===== src/rtl/cook_timer_ctrl.sv =====
// Microwave cook-timer control: keypad entry, BCD MM:SS countdown and one-cycle
// set/reset pulses for the downstream magnetron latch.
module cook_timer_ctrl #(
    parameter int TICK_DIV = 100
) (
    input  logic       clk,
    input  logic       rst,
    input  logic [3:0] digit,
    input  logic       digit_valid,
    input  logic       start,
    input  logic       stop,
    input  logic       clear,
    input  logic       door_closed,
    output logic       S,
    output logic       R,
    output logic [3:0] min_tens,
    output logic [3:0] min_ones,
    output logic [3:0] sec_tens,
    output logic [3:0] sec_ones,
    output logic       cooking,
    output logic       done
);

    localparam logic [2:0] ST_IDLE  = 3'd0;
    localparam logic [2:0] ST_SET   = 3'd1;
    localparam logic [2:0] ST_COOK  = 3'd2;
    localparam logic [2:0] ST_PAUSE = 3'd3;
    localparam logic [2:0] ST_DONE  = 3'd4;

    localparam int PW = (TICK_DIV > 2) ? $clog2(TICK_DIV) : 1;
    localparam logic [PW-1:0] PRESC_MAX = PW'(TICK_DIV - 1);

    logic [2:0]    state_q, state_d;
    logic [15:0]   tm_q, tm_d;
    logic [PW-1:0] presc_q, presc_d;
    logic          s_q, s_d;
    logic          r_q, r_d;
    logic          done_q, done_d;
    logic          cooking_q, cooking_d;

    logic          dig_ok;
    logic          tick;
    logic [15:0]   tm_entry;
    logic [15:0]   tm_first;
    logic [15:0]   tm_dec;

    // Time is packed {min_tens, min_ones, sec_tens, sec_ones}; a new digit enters at sec_ones.
    function automatic logic [15:0] shift_in(input logic [15:0] t, input logic [3:0] d);
        return {t[11:0], d};
    endfunction

    // BCD borrow chain; seconds tens wraps to 5 so entered values like 90 still count down.
    function automatic logic [15:0] bcd_dec(input logic [15:0] t);
        logic [3:0] mt, mo, st, so;
        {mt, mo, st, so} = t;
        if (t == 16'h0000) begin
            return t;
        end
        if (so != 4'd0) begin
            so = so - 4'd1;
        end else begin
            so = 4'd9;
            if (st != 4'd0) begin
                st = st - 4'd1;
            end else begin
                st = 4'd5;
                if (mo != 4'd0) begin
                    mo = mo - 4'd1;
                end else begin
                    mo = 4'd9;
                    mt = mt - 4'd1;
                end
            end
        end
        return {mt, mo, st, so};
    endfunction

    always_comb begin
        state_d  = state_q;
        tm_d     = tm_q;
        presc_d  = '0;
        s_d      = 1'b0;
        r_d      = 1'b0;
        done_d   = 1'b0;

        dig_ok   = digit_valid && (digit <= 4'd9);
        tick     = (state_q == ST_COOK) && (presc_q == PRESC_MAX);
        tm_entry = shift_in(tm_q, digit);
        tm_first = shift_in(16'h0000, digit);
        tm_dec   = bcd_dec(tm_q);

        case (state_q)
            ST_IDLE: begin
                if (clear) begin
                    tm_d = 16'h0000;
                end else if (dig_ok) begin
                    tm_d    = tm_entry;
                    state_d = (tm_entry != 16'h0000) ? ST_SET : ST_IDLE;
                end
            end
            ST_SET: begin
                if (clear) begin
                    tm_d    = 16'h0000;
                    state_d = ST_IDLE;
                end else if (start && door_closed) begin
                    state_d = ST_COOK;
                    s_d     = 1'b1;
                end else if (dig_ok) begin
                    tm_d    = tm_entry;
                    state_d = (tm_entry != 16'h0000) ? ST_SET : ST_IDLE;
                end
            end
            ST_COOK: begin
                presc_d = tick ? '0 : presc_q + PW'(1);
                // Door and stop win over a coincident tick, which is simply dropped.
                if (clear) begin
                    tm_d    = 16'h0000;
                    state_d = ST_IDLE;
                    r_d     = 1'b1;
                end else if (!door_closed || stop) begin
                    state_d = ST_PAUSE;
                    r_d     = 1'b1;
                end else if (tick) begin
                    tm_d = tm_dec;
                    if (tm_dec == 16'h0000) begin
                        state_d = ST_DONE;
                        r_d     = 1'b1;
                        done_d  = 1'b1;
                    end
                end
            end
            ST_PAUSE: begin
                if (clear) begin
                    tm_d    = 16'h0000;
                    state_d = ST_IDLE;
                end else if (start && door_closed) begin
                    state_d = ST_COOK;
                    s_d     = 1'b1;
                end
            end
            ST_DONE: begin
                if (clear) begin
                    tm_d    = 16'h0000;
                    state_d = ST_IDLE;
                end else if (dig_ok) begin
                    tm_d    = tm_first;
                    state_d = (tm_first != 16'h0000) ? ST_SET : ST_IDLE;
                end else if (!door_closed) begin
                    tm_d    = 16'h0000;
                    state_d = ST_IDLE;
                end
            end
            default: begin
                tm_d    = 16'h0000;
                state_d = ST_IDLE;
            end
        endcase

        cooking_d = (state_d == ST_COOK);
    end

    always_ff @(posedge clk) begin
        if (rst) begin
            state_q   <= ST_IDLE;
            tm_q      <= 16'h0000;
            presc_q   <= '0;
            s_q       <= 1'b0;
            r_q       <= 1'b1;
            done_q    <= 1'b0;
            cooking_q <= 1'b0;
        end else begin
            state_q   <= state_d;
            tm_q      <= tm_d;
            presc_q   <= presc_d;
            s_q       <= s_d;
            r_q       <= r_d;
            done_q    <= done_d;
            cooking_q <= cooking_d;
        end
    end

    assign S        = s_q;
    assign R        = r_q;
    assign done     = done_q;
    assign cooking  = cooking_q;
    assign min_tens = tm_q[15:12];
    assign min_ones = tm_q[11:8];
    assign sec_tens = tm_q[7:4];
    assign sec_ones = tm_q[3:0];

endmodule

===== config.mk =====
export PLATFORM = sky130hd
export DESIGN_NAME = cook_timer_ctrl
export DESIGN_NICKNAME = d
export VERILOG_FILES = /design/src/rtl/cook_timer_ctrl.sv
export SDC_FILE = /design/constraint.sdc
export NUM_CORES = 1
export LEC_CHECK = 0
export BUFFER_PORTS_ARGS = -buffer_cell sky130_fd_sc_hd__buf_2
export CAP_MARGIN = 5
export CORE_MARGIN = 8
export CORE_UTILIZATION = 51
export DETAILED_ROUTE_END_ITERATION = 10
export PLACE_DENSITY = 0.83
export SYNTH_ARGS = -nofsm -noshare
export SYNTH_HDL_FRONTEND = slang
export SYNTH_SLANG_ARGS = --single-unit

===== constraint.sdc =====
create_clock -name clk -period 1.9 [get_ports clk]
set_input_delay 0.38 -clock clk [delete_from_list [all_inputs] [get_ports clk]]
set_output_delay 0.38 -clock clk [all_outputs]
set_load 0.05 [all_outputs]

==> summary.md, run 1 <==
| Metric | Value |
|---|---|
| Outcome | `finished with violations` |
| Failing checks | `negative setup slack` |
| Slew of the pin with the lowest slew margin | `0.377 ns` |
| Compound-cell area share of the yosys netlist | `0.224` |
| Via count of the first global-routing pass | `2,366` |
| Worst clock skew | `0.00601 ns` |
| Top-level I/O count | `31` |
| Setup slack of the critical path after layout | `-0.171 ns` |
| Horizontal extent of the die | `78.9 um` |
| TritonCTS clock tree | `built` |
| Simple-gate portion of the synthesized area | `0.345` |
| Gate Count Post-Synth | `approximately 260` |
| DP Area | `around 0.0026 mm^2` |
| Final-report setup violation count | `17` |
| Worst EP arrival | `roughly 2.3 ns` |
| DRC Markers | `0` |
| Total power consumption of the routed design | `1.70 mW` |
| Antenna violations before repair | `0` |
| Syn Nets | `276` |
| YS warnings | `0` |
| TNS Setup | `-1.45 ns` |
| Routed wire length | `a little under 8 mm` |
| Detailed-route via count | `2,567` |
| Synth top area cells | `sky130_fd_sc_hd__dfxtp_1, sky130_fd_sc_hd__nor2_1, sky130_fd_sc_hd__nand2_1` |
| Worst R2R End | `tm_q[11]` |
| Total power density per cell area | `552 mW/mm^2` |
| Global-route congestion overflow total | `0` |
| Class of the tightest hold or removal check | `in2reg` |
| Final count of hold timing violations | `0` |
| Largest family of logic cells by synthesized area | `simple AND/OR/NAND/NOR gates` |
| Combined global-route utilization of all metal layers | `0.215` |
| Endpoint of the worst hold-timing path | `S` |
| Post-synthesis area per instance | `7.71 um^2` |
| Count of TritonRoute iterations in the first routing pass | `5` |
| Vias/cell | `6.40` |
| Xor/xnor share of the synthesized area | `0.0303` |
| Slack of the worst reg-to-reg path | `-0.17 ns` |
| EDFF count, synth | `0` |
| Number of I/O port buffers | `30` |
| Most used standard cells in the synthesized netlist | `sky130_fd_sc_hd__nor2_1, sky130_fd_sc_hd__nand2_1, sky130_fd_sc_hd__dfxtp_1, sky130_fd_sc_hd__a21oi_1, sky130_fd_sc_hd__o21ai_0` |
| Post-Layout Inst Area | `between 0.003 and 0.004 mm^2` |
| Required time reported for the critical path endpoint | `2.08 ns` |
| Fraction of registers with async set/reset | `0` |
| Max-slew violation total from the final report | `0` |
| Synth Cell Area | `0.00202 mm^2` |
| P&R area growth vs syn | `52.6%` |
| Die footprint | `0.00623 mm^2` |
| Clock-pin slew on the worst setup and hold paths | `0.07 ns` |
| Launch point of the worst hold path | `start` |
| Cell row count | `23` |
| Clock root buffer master | `sky130_fd_sc_hd__clkbuf_8` |
| Clk Latency, worst-skew pair | `just under 0.3 ns` |
| Largest vdd supply drop | `~0.00071 V` |
| Max-Slew Margin vs Limit | `0.747` |
| CTS HTree Levels | `2` |
| Class of the most critical setup path | `reg2reg` |
| Number of DRC markers after the initial detailed-route iteration | `333` |
| RR Startpoint | `tm_q[2]` |
| CTS Buf Count | `5` |
| Leading register cell type out of synthesis | `sky130_fd_sc_hd__dfxtp_1` |
| Worst slack after detailed placement | `-0.159 ns` |
| Largest net degree at the start of global routing | `22` |
| Worst hold stages | `2` |
| CP startpoint kind | `flip-flop` |
| Unrepaired setup endpoints after global routing | `yes` |
| Height of the chip | `78.9 um` |
| Clock tree buffer depth | `2` |
| Count of unique library cells instantiated by Yosys | `62` |
| Detailed placer's ending HPWL | `4.65 mm` |
| # Max-Cap Violations | `0` |
| Share of the cycle needed by the critical path after routing | `1.09` |
| Antenna cells | `0` |
| Dominant cell by count in the synthesized netlist | `sky130_fd_sc_hd__nor2_1` |
| Endpoint class of the critical path | `flip-flop` |
| Final core utilization | `0.788` |
| Starting density of the core | `0.516` |
| Fraction of layout instances using a drive strength above 1 | `0.507` |
| Register bit count reported by yosys | `30` |
| Multiplexer share of the synthesized area | `0.00991` |
| Fraction of synthesized cell area taken by the top area cell type | `0.297` |
| Placer congestion estimate | `between 0.9 and 1` |
| Fin crit period | `slightly above 2 ns` |
| Sequential cell area fraction in the yosys report | `0.297` |
| Number of cells on the worst reg-to-reg path | `7` |
| Average routed wire per standard cell | `19.8 um` |
| Core footprint | `0.00391 mm^2` |
| Sink Count | `30` |
| Post-synthesis share of cell area spent on full adders, half adders and majority gates | `0.0186` |
| Net count of the finished layout | `364` |
| First-pass GRT wire length | `10.9 mm` |
| Leak Pwr | `about 1.4 nW` |
| Max frequency | `0.483 GHz` |
| Number of nets with antenna violations after detailed routing | `0` |
| Dominant cell type by area after synthesis | `sky130_fd_sc_hd__dfxtp_1` |
| Maximum net fanout on the critical path | `5` |
| Total of hold buffers inserted after clock tree synthesis | `0` |
[sequential cells by signal, summed over array words and instances (netlist names)]
register  count
cooking       1
R             1
tm_q         16
S             1
presc_q       7
done          1
state_q       3
[how the worst max path moves through the flow]
stage,from,endpoint,slack [ns],cells past startpoint
6_report,tm_q[2],tm_q[11],-0.17,7
3_5_place_dp,tm_q[13],cooking,-0.16,8
2_1_floorplan,tm_q[2],tm_q[12],-0.11,7
4_1_cts,tm_q[8],tm_q[12],-0.1,6
5_1_grt,tm_q[2],tm_q[11],-0.24,7
3_3_place_gp,tm_q[12],cooking,-0.09,8
[critical path: stages (launching register included)]
cell and delay, ns:
sky130_fd_sc_hd__dfxtp_4 0.37, sky130_fd_sc_hd__or4_4 0.62, sky130_fd_sc_hd__buf_6 0.16, sky130_fd_sc_hd__nor4_4 0.20, sky130_fd_sc_hd__nand2b_1 0.10, sky130_fd_sc_hd__a21oi_1 0.20, sky130_fd_sc_hd__o21ai_1 0.10, sky130_fd_sc_hd__a22o_1 0.21
[report_power, final]
group          total [mW]  switching (mW)  internal (mW)
Combinational       0.489           0.276          0.213
Sequential          0.653          0.0150          0.638
Clock               0.561           0.269          0.292
Total                1.70           0.560           1.14
[cells in the final DEF, fill, tap and decap left out, types with 3 or more instances in the layout]
cell,n
sky130_fd_sc_hd__dfxtp_4,4
sky130_fd_sc_hd__buf_6,5
sky130_fd_sc_hd__nor3_2,3
sky130_fd_sc_hd__nor4_4,3
sky130_fd_sc_hd__a21oi_2,8
sky130_fd_sc_hd__a32oi_1,3
sky130_fd_sc_hd__buf_4,61
sky130_fd_sc_hd__dfxtp_1,15
sky130_fd_sc_hd__a21o_1,3
sky130_fd_sc_hd__a21oi_1,14
sky130_fd_sc_hd__nand2_1,31
sky130_fd_sc_hd__nor4b_4,3
sky130_fd_sc_hd__nand2_4,3
sky130_fd_sc_hd__o21ai_0,7
sky130_fd_sc_hd__dfxtp_2,11
sky130_fd_sc_hd__nand3_1,6
sky130_fd_sc_hd__inv_1,6
sky130_fd_sc_hd__nor2_1,33
sky130_fd_sc_hd__nor2b_1,4
sky130_fd_sc_hd__buf_2,30
sky130_fd_sc_hd__nor4b_1,3
sky130_fd_sc_hd__nor3_1,6
sky130_fd_sc_hd__nor2_4,3
sky130_fd_sc_hd__clkbuf_8,6
sky130_fd_sc_hd__o211ai_1,4
sky130_fd_sc_hd__xnor2_1,3
[per-stage QoR]
stage	instances	hold WS (ns)
after floorplan	262	0.430
final	401	0.371
after CTS	394	0.372
after global routing	401	0.377
after global placement	380	0.445
after detailed placement	380	0.455
[per-layer routing]
layer | global-route usage | vias to the layer above | share of wire
met4 | 0.0907 | 0 | 0.048
li1 | - | 1125 | -
met2 | 0.372 | 190 | 0.50
met3 | 0.0451 | 50 | 0.087
met5 | 0 | - | 0
met1 | 0.250 | 1202 | 0.36
[cell families after synthesis]
| kind of cell | count (synthesis) |
|---|---|
| multiplexers | 2 |
| XOR/XNOR | 7 |
| flip-flops | 30 |
| buffers and inverters | 25 |
| AO/OA/AOI/OAI | 67 |
| AND/OR/NAND/NOR | 128 |
| adder cells (fa/ha/maj) | 3 |
[repair_timing]
item                                    CTS  global route
pin swaps                                 3            21
buffers inserted                          6             7
gates resized for setup                  17            47
endpoints found under the setup margin   17            21
[cell type report]
type / instances / area [um^2]
sequential: 30 / 629
tap: 50 / 62.6
clock inverter: 2 / 11.3
inverter: 8 / 30.0
fill: 258 / 831
timing repair buffer: 98 / 699
clock buffer: 6 / 82.6
multi-input combinational: 207 / 1570
No activity file was read; power rests on OpenSTA's default activity.
==> inputs of run 2 (changes only) <==
Settings changed: CORE_UTILIZATION 51 to 55, PLACE_DENSITY 0.83 to 0.85.
Clock period 1.9 ns to 2.5 ns, I/O delays scaled along.
==> summary.md, run 2 (synthesized netlist as in run 1, its figures left out) <==
| Metric | Value |
|---|---|
| Outcome | `complete, no violations` |
| Final-report setup violation count | `0` |
| Max-Slew Margin vs Limit | `0.581` |
| Most common cell after layout, fill and taps aside | `sky130_fd_sc_hd__nor2_1` |
| Fin crit period | `~2.2 ns` |
| Leak Pwr | `0.937 nW` |
| CTS Buf Count | `5` |
| DP Area | `0.00218 mm^2` |
| Critical Path End | `cooking` |
| Worst R2R End | `cooking` |
| Worst hold stages | `1` |
| Largest net degree at the start of global routing | `23` |
| Total of hold buffers inserted after clock tree synthesis | `0` |
| Number of cells on the worst reg-to-reg path | `8` |
| Via count of the first global-routing pass | `~2k` |
| DRC Markers | `0` |
| Slew of the pin with the lowest slew margin | `0.613 ns` |
| Clock-pin slew on the worst setup and hold paths | `roughly 0.070 ns` |
| # Max-Cap Violations | `0` |
| Share of the cycle needed by the critical path after routing | `0.893` |
| Total power consumption of the routed design | `1.34 mW` |
| Number of I/O port buffers | `30` |
| Maximum net fanout on the critical path | `5` |
| Worst slack after detailed placement | `0.223 ns` |
| Worst clock skew | `0.00687 ns` |
| Reg with most FFs | `tm_q` |
| Max frequency | `0.448 GHz` |
| Cell row count | `22` |
| Combined global-route utilization of all metal layers | `0.177` |
| Horizontal extent of the die | `76.6 um` |
| TNS Setup | `0 ns` |
| CTS HTree Levels | `2` |
| Worst EP arrival | `2.41 ns` |
| Final count of hold timing violations | `0` |
| P&R area growth vs syn | `14.8%` |
| Clock tree buffer depth | `2` |
| Int Pwr | `998 uW` |
| CP startpoint kind | `flip-flop` |
| Net count of the finished layout | `305` |
| Class of the most critical setup path | `reg2reg` |
| Comb pwr share | `0.169` |
| Clock root buffer master | `sky130_fd_sc_hd__clkbuf_8` |
| Endpoint class of the critical path | `flip-flop` |
| Count of TritonRoute iterations in the first routing pass | `6` |
| Required time reported for the critical path endpoint | `2.68 ns` |
| Core footprint | `0.00361 mm^2` |
| Power dissipated by switching net loads | `342 uW` |
| Die footprint | `0.00587 mm^2` |
| Vias/cell | `6.14` |
| Unrepaired setup endpoints after global routing | `no` |
| Highest-count cells in the layout ignoring fill and taps | `sky130_fd_sc_hd__nor2_1, sky130_fd_sc_hd__nand2_1, sky130_fd_sc_hd__dfxtp_1, sky130_fd_sc_hd__buf_2, sky130_fd_sc_hd__a21oi_1` |
| Sink Count | `30` |
| Starting density of the core | `0.560` |
| Register share of total power | `0.377` |
| Clock network fraction of total power | `0.454` |
| Top-level I/O count | `31` |
| Average routed wire per standard cell | `~15 um` |
| Number of DRC markers after the initial detailed-route iteration | `~150` |
| Detailed-route via count | `between 2k and 2.5k` |
| Antenna cells | `0` |
| Post-Layout Inst Area | `0.00232 mm^2` |
| Max-slew violation total from the final report | `0` |
| Clk Latency, worst-skew pair | `just under 0.3 ns` |
| Slack of the worst reg-to-reg path | `0.27 ns` |
| Class of the tightest hold or removal check | `reg2reg` |
| Routed wire length | `5.19 mm` |
| Largest vdd supply drop | `0.000300 V` |
| First-pass GRT wire length | `8.69 mm` |
| Global-route congestion overflow total | `0` |
| Setup slack of the critical path after layout | `0.267 ns` |
| Final core utilization | `0.643` |
| Placer congestion estimate | `0.939` |
| Detailed placer's ending HPWL | `3.86 mm` |
| Switching power share of the total | `0.255` |
| Antenna violations before repair | `0` |
| Number of nets with antenna violations after detailed routing | `0` |
| Largest registers in the final layout | `tm_q: 16 flops, presc_q: 7 flops, state_q: 3 flops` |
| Fraction of layout instances using a drive strength above 1 | `0.212` |
| Height of the chip | `76.6 um` |
| Max FFs per register | `16` |
| RR Startpoint | `tm_q[13]` |
| TritonCTS clock tree | `built` |
| First element of the critical path | `tm_q[13]` |
| Total power density per cell area | `577 mW/mm^2` |
## run 2: changes by cell type in the layout (fill, tap and decap cells not counted), sizes merged
cell,delta
buf,-59
inv,-1
clkinv,-1
bufinv,+2
## run 2: worst min-delay path by stage
stage,from,to
after floorplan,presc_q[0],presc_q[0]
after global placement,presc_q[0],presc_q[0]
after detailed placement,presc_q[0],presc_q[0]
after CTS,presc_q[0],presc_q[0]
after global routing,presc_q[0],presc_q[0]
final,presc_q[0],presc_q[0]
## run 2: critical path: stages, from the launching register on
cell	delay (ns)
sky130_fd_sc_hd__dfxtp_1	0.34
sky130_fd_sc_hd__inv_1	0.12
sky130_fd_sc_hd__ha_1	0.19
sky130_fd_sc_hd__nor4b_1	0.35
sky130_fd_sc_hd__nand4_1	0.19
sky130_fd_sc_hd__a2111oi_1	0.43
sky130_fd_sc_hd__nand4b_1	0.21
sky130_fd_sc_hd__a21oi_1	0.23
sky130_fd_sc_hd__nor3b_1	0.07
## run 2: power groups by stage
stage | clock network (mW) | registers (mW) | logic, mW
after floorplan | 0 | 0.531 | 0.151
after global placement | 0 | 0.515 | 0.219
after detailed placement | 0 | 0.515 | 0.221
after CTS | 0.619 | 0.504 | 0.223
after global routing | 0.634 | 0.507 | 0.245
final | 0.608 | 0.505 | 0.226
## run 2: cell type report
type,count,area [um^2]
sequential,30,601
multi-input combinational,207,1270
inverter,8,30.0
fill,312,1290
tap,48,60.1
clock buffer,6,82.6
timing repair buffer,39,218
clock inverter,2,60.1
## run 2: through the flow
| stage | hold WS [ns] | instances |
|---|---|---|
| 2_1_floorplan | 0.430 | 262 |
| 3_3_place_gp | 0.449 | 332 |
| 3_5_place_dp | 0.455 | 332 |
| 4_1_cts | 0.470 | 340 |
| 5_1_grt | 0.488 | 340 |
| 6_report | 0.464 | 340 |
## run 2: routing by layer
metal | global-route usage | share of wire | vias to the layer above
met4 | 0.110 | 0.026 | 0
met2 | 0.302 | 0.49 | 98
met5 | 0 | 0 | -
met1 | 0.191 | 0.38 | 964
li1 | - | - | 1013
met3 | 0.0448 | 0.099 | 14
## run 2: timing repair
| item | 4_1_cts | 5_1_grt |
|---|---|---|
| resized for setup | 0 | 1 |
| buffers inserted | 0 | 0 |
| setup endpoints to repair | 0 | 2 |
==> inputs of run 3 (changes only) <==
Settings changed: REMOVE_ABC_BUFFERS set to 1.
==> summary.md, run 3 (synthesized netlist as in run 1, its figures left out) <==
| Metric | Value |
|---|---|
| Outcome | `complete, no violations` |
| Share of the cycle needed by the critical path after routing | `0.939` |
| Worst slack after detailed placement | `0.222 ns` |
| Core footprint | `0.00361 mm^2` |
| P&R area growth vs syn | `12.5%` |
| DRC Markers | `0` |
| Routed wire length | `5.44 mm` |
| # Max-Cap Violations | `0` |
| Unrepaired setup endpoints after global routing | `no` |
| TritonCTS clock tree | `built` |
| Die footprint | `0.00587 mm^2` |
| Endpoint class of the critical path | `flip-flop` |
| Final count of hold timing violations | `0` |
| Slew of the pin with the lowest slew margin | `0.650 ns` |
| Starting density of the core | `0.560` |
| Clk Latency, worst-skew pair | `0.28 ns` |
| Horizontal extent of the die | `approximately 77 um` |
| Detailed placer's ending HPWL | `3.89 mm` |
| Cell row count | `22` |
| Required time reported for the critical path endpoint | `2.67 ns` |
| Max-Slew Margin vs Limit | `0.555` |
| Max frequency | `0.426 GHz` |
| Total of hold buffers inserted after clock tree synthesis | `0` |
| TNS Setup | `0 ns` |
| CP startpoint kind | `flip-flop` |
| Via count of the first global-routing pass | `1,939` |
| Total power density per cell area | `539 mW/mm^2` |
| Clock-pin slew on the worst setup and hold paths | `roughly 0.060 ns` |
| Setup slack of the critical path after layout | `0.153 ns` |
| Number of nets with antenna violations after detailed routing | `0` |
| Top-level I/O count | `31` |
| Largest vdd supply drop | `between 0.0002 and 0.0003 V` |
| Final-report setup violation count | `0` |
| Worst EP arrival | `2.52 ns` |
| Class of the most critical setup path | `reg2reg` |
| Leak Pwr | `0.910 nW` |
| Largest net degree at the start of global routing | `23` |
| First-pass GRT wire length | `8.88 mm` |
| Reg with most FFs | `tm_q` |
| Largest registers in the final layout | `tm_q: 16 flops, presc_q: 7 flops, state_q: 3 flops` |
| Highest-count cells in the layout ignoring fill and taps | `sky130_fd_sc_hd__nor2_1, sky130_fd_sc_hd__nand2_1, sky130_fd_sc_hd__dfxtp_1, sky130_fd_sc_hd__buf_2, sky130_fd_sc_hd__a21oi_1` |
| Vias/cell | `6.34` |
| Fraction of layout instances using a drive strength above 1 | `0.205` |
| Combined global-route utilization of all metal layers | `0.179` |
| Clock root buffer master | `sky130_fd_sc_hd__clkbuf_8` |
| Max-slew violation total from the final report | `0` |
| Antenna violations before repair | `0` |
| Average routed wire per standard cell | `16.2 um` |
| Class of the tightest hold or removal check | `reg2reg` |
| Net count of the finished layout | `a little over 300` |
| Number of I/O port buffers | `30` |
| Maximum net fanout on the critical path | `11` |
| Worst clock skew | `0.00829 ns` |
| Detailed-route via count | `about 2.1k` |
| Height of the chip | `76.6 um` |
| Fin crit period | `between 2 and 2.5 ns` |
| Antenna cells | `0` |
| Global-route congestion overflow total | `0` |
| Clock tree buffer depth | `2` |
| CTS HTree Levels | `2` |
| Sink Count | `30` |
| Number of DRC markers after the initial detailed-route iteration | `173` |
| Max FFs per register | `16` |
| Placer congestion estimate | `0.963` |
| Most common cell after layout, fill and taps aside | `sky130_fd_sc_hd__nor2_1` |
| Count of TritonRoute iterations in the first routing pass | `5` |
| CTS Buf Count | `5` |
run 3: area by class of cell:
class / instances / area (um^2)
fillers: 315 / 1330
multi-input cells: 207 / 1270
flip-flops and latches: 30 / 601
repair buffers: 36 / 195
clock buffers: 6 / 82.6
well taps: 48 / 60.1
clock inverters: 1 / 30.0
inverters: 8 / 30.0
run 3: metrics by stage:
step                cells  hold slack, ns  total power, mW  cell area, um^2  utilization
floorplan             245           0.430            0.665             1900            -
CTS                   336           0.474             1.23             2270        0.628
global placement      329           0.443            0.731             2150        0.597
global route          336           0.495             1.27             2270        0.630
detailed placement    329           0.459            0.734             2150        0.597
finish                336           0.465             1.23             2270        0.630
run 3: repair_timing:
| action | in CTS | in global routing |
|---|---|---|
| setup buffers | 0 | 0 |
| endpoints found under the setup margin | 0 | 2 |
| gates resized for setup | 0 | 2 |
run 3: final timing paths:
kind / cells after the start / slack (ns) / end / start
worst max-delay path: 6 / 0.15 / cooking / tm_q[0]
worst min-delay path: 1 / 0.46 / presc_q[0] / presc_q[0]
worst max register to register: 6 / 0.15 / cooking / tm_q[0]
worst min register to register: 1 / 0.46 / presc_q[0] / presc_q[0]
run 3: worst max-delay path, cell delays in order, from the launching register on:
cell                       delay, ns
sky130_fd_sc_hd__dfxtp_1        0.43
sky130_fd_sc_hd__or4_4          0.64
sky130_fd_sc_hd__o31ai_1        0.37
sky130_fd_sc_hd__o21ai_1        0.16
sky130_fd_sc_hd__nand4b_1       0.27
sky130_fd_sc_hd__a21oi_1        0.29
sky130_fd_sc_hd__nor3b_1        0.08
run 3: report_power, final:
group	switching, mW	internal, mW
combinational	0.140	0.0854
sequential	0.0195	0.487
clock	0.175	0.318
total	0.335	0.891
run 3: layer usage:
layer	up-vias	track usage	routed length [um]
met3	18	0.0519	482
met2	124	0.291	2520
met4	0	0.0712	121
li1	1000	-	-
met1	989	0.216	2320
met5	-	0	0
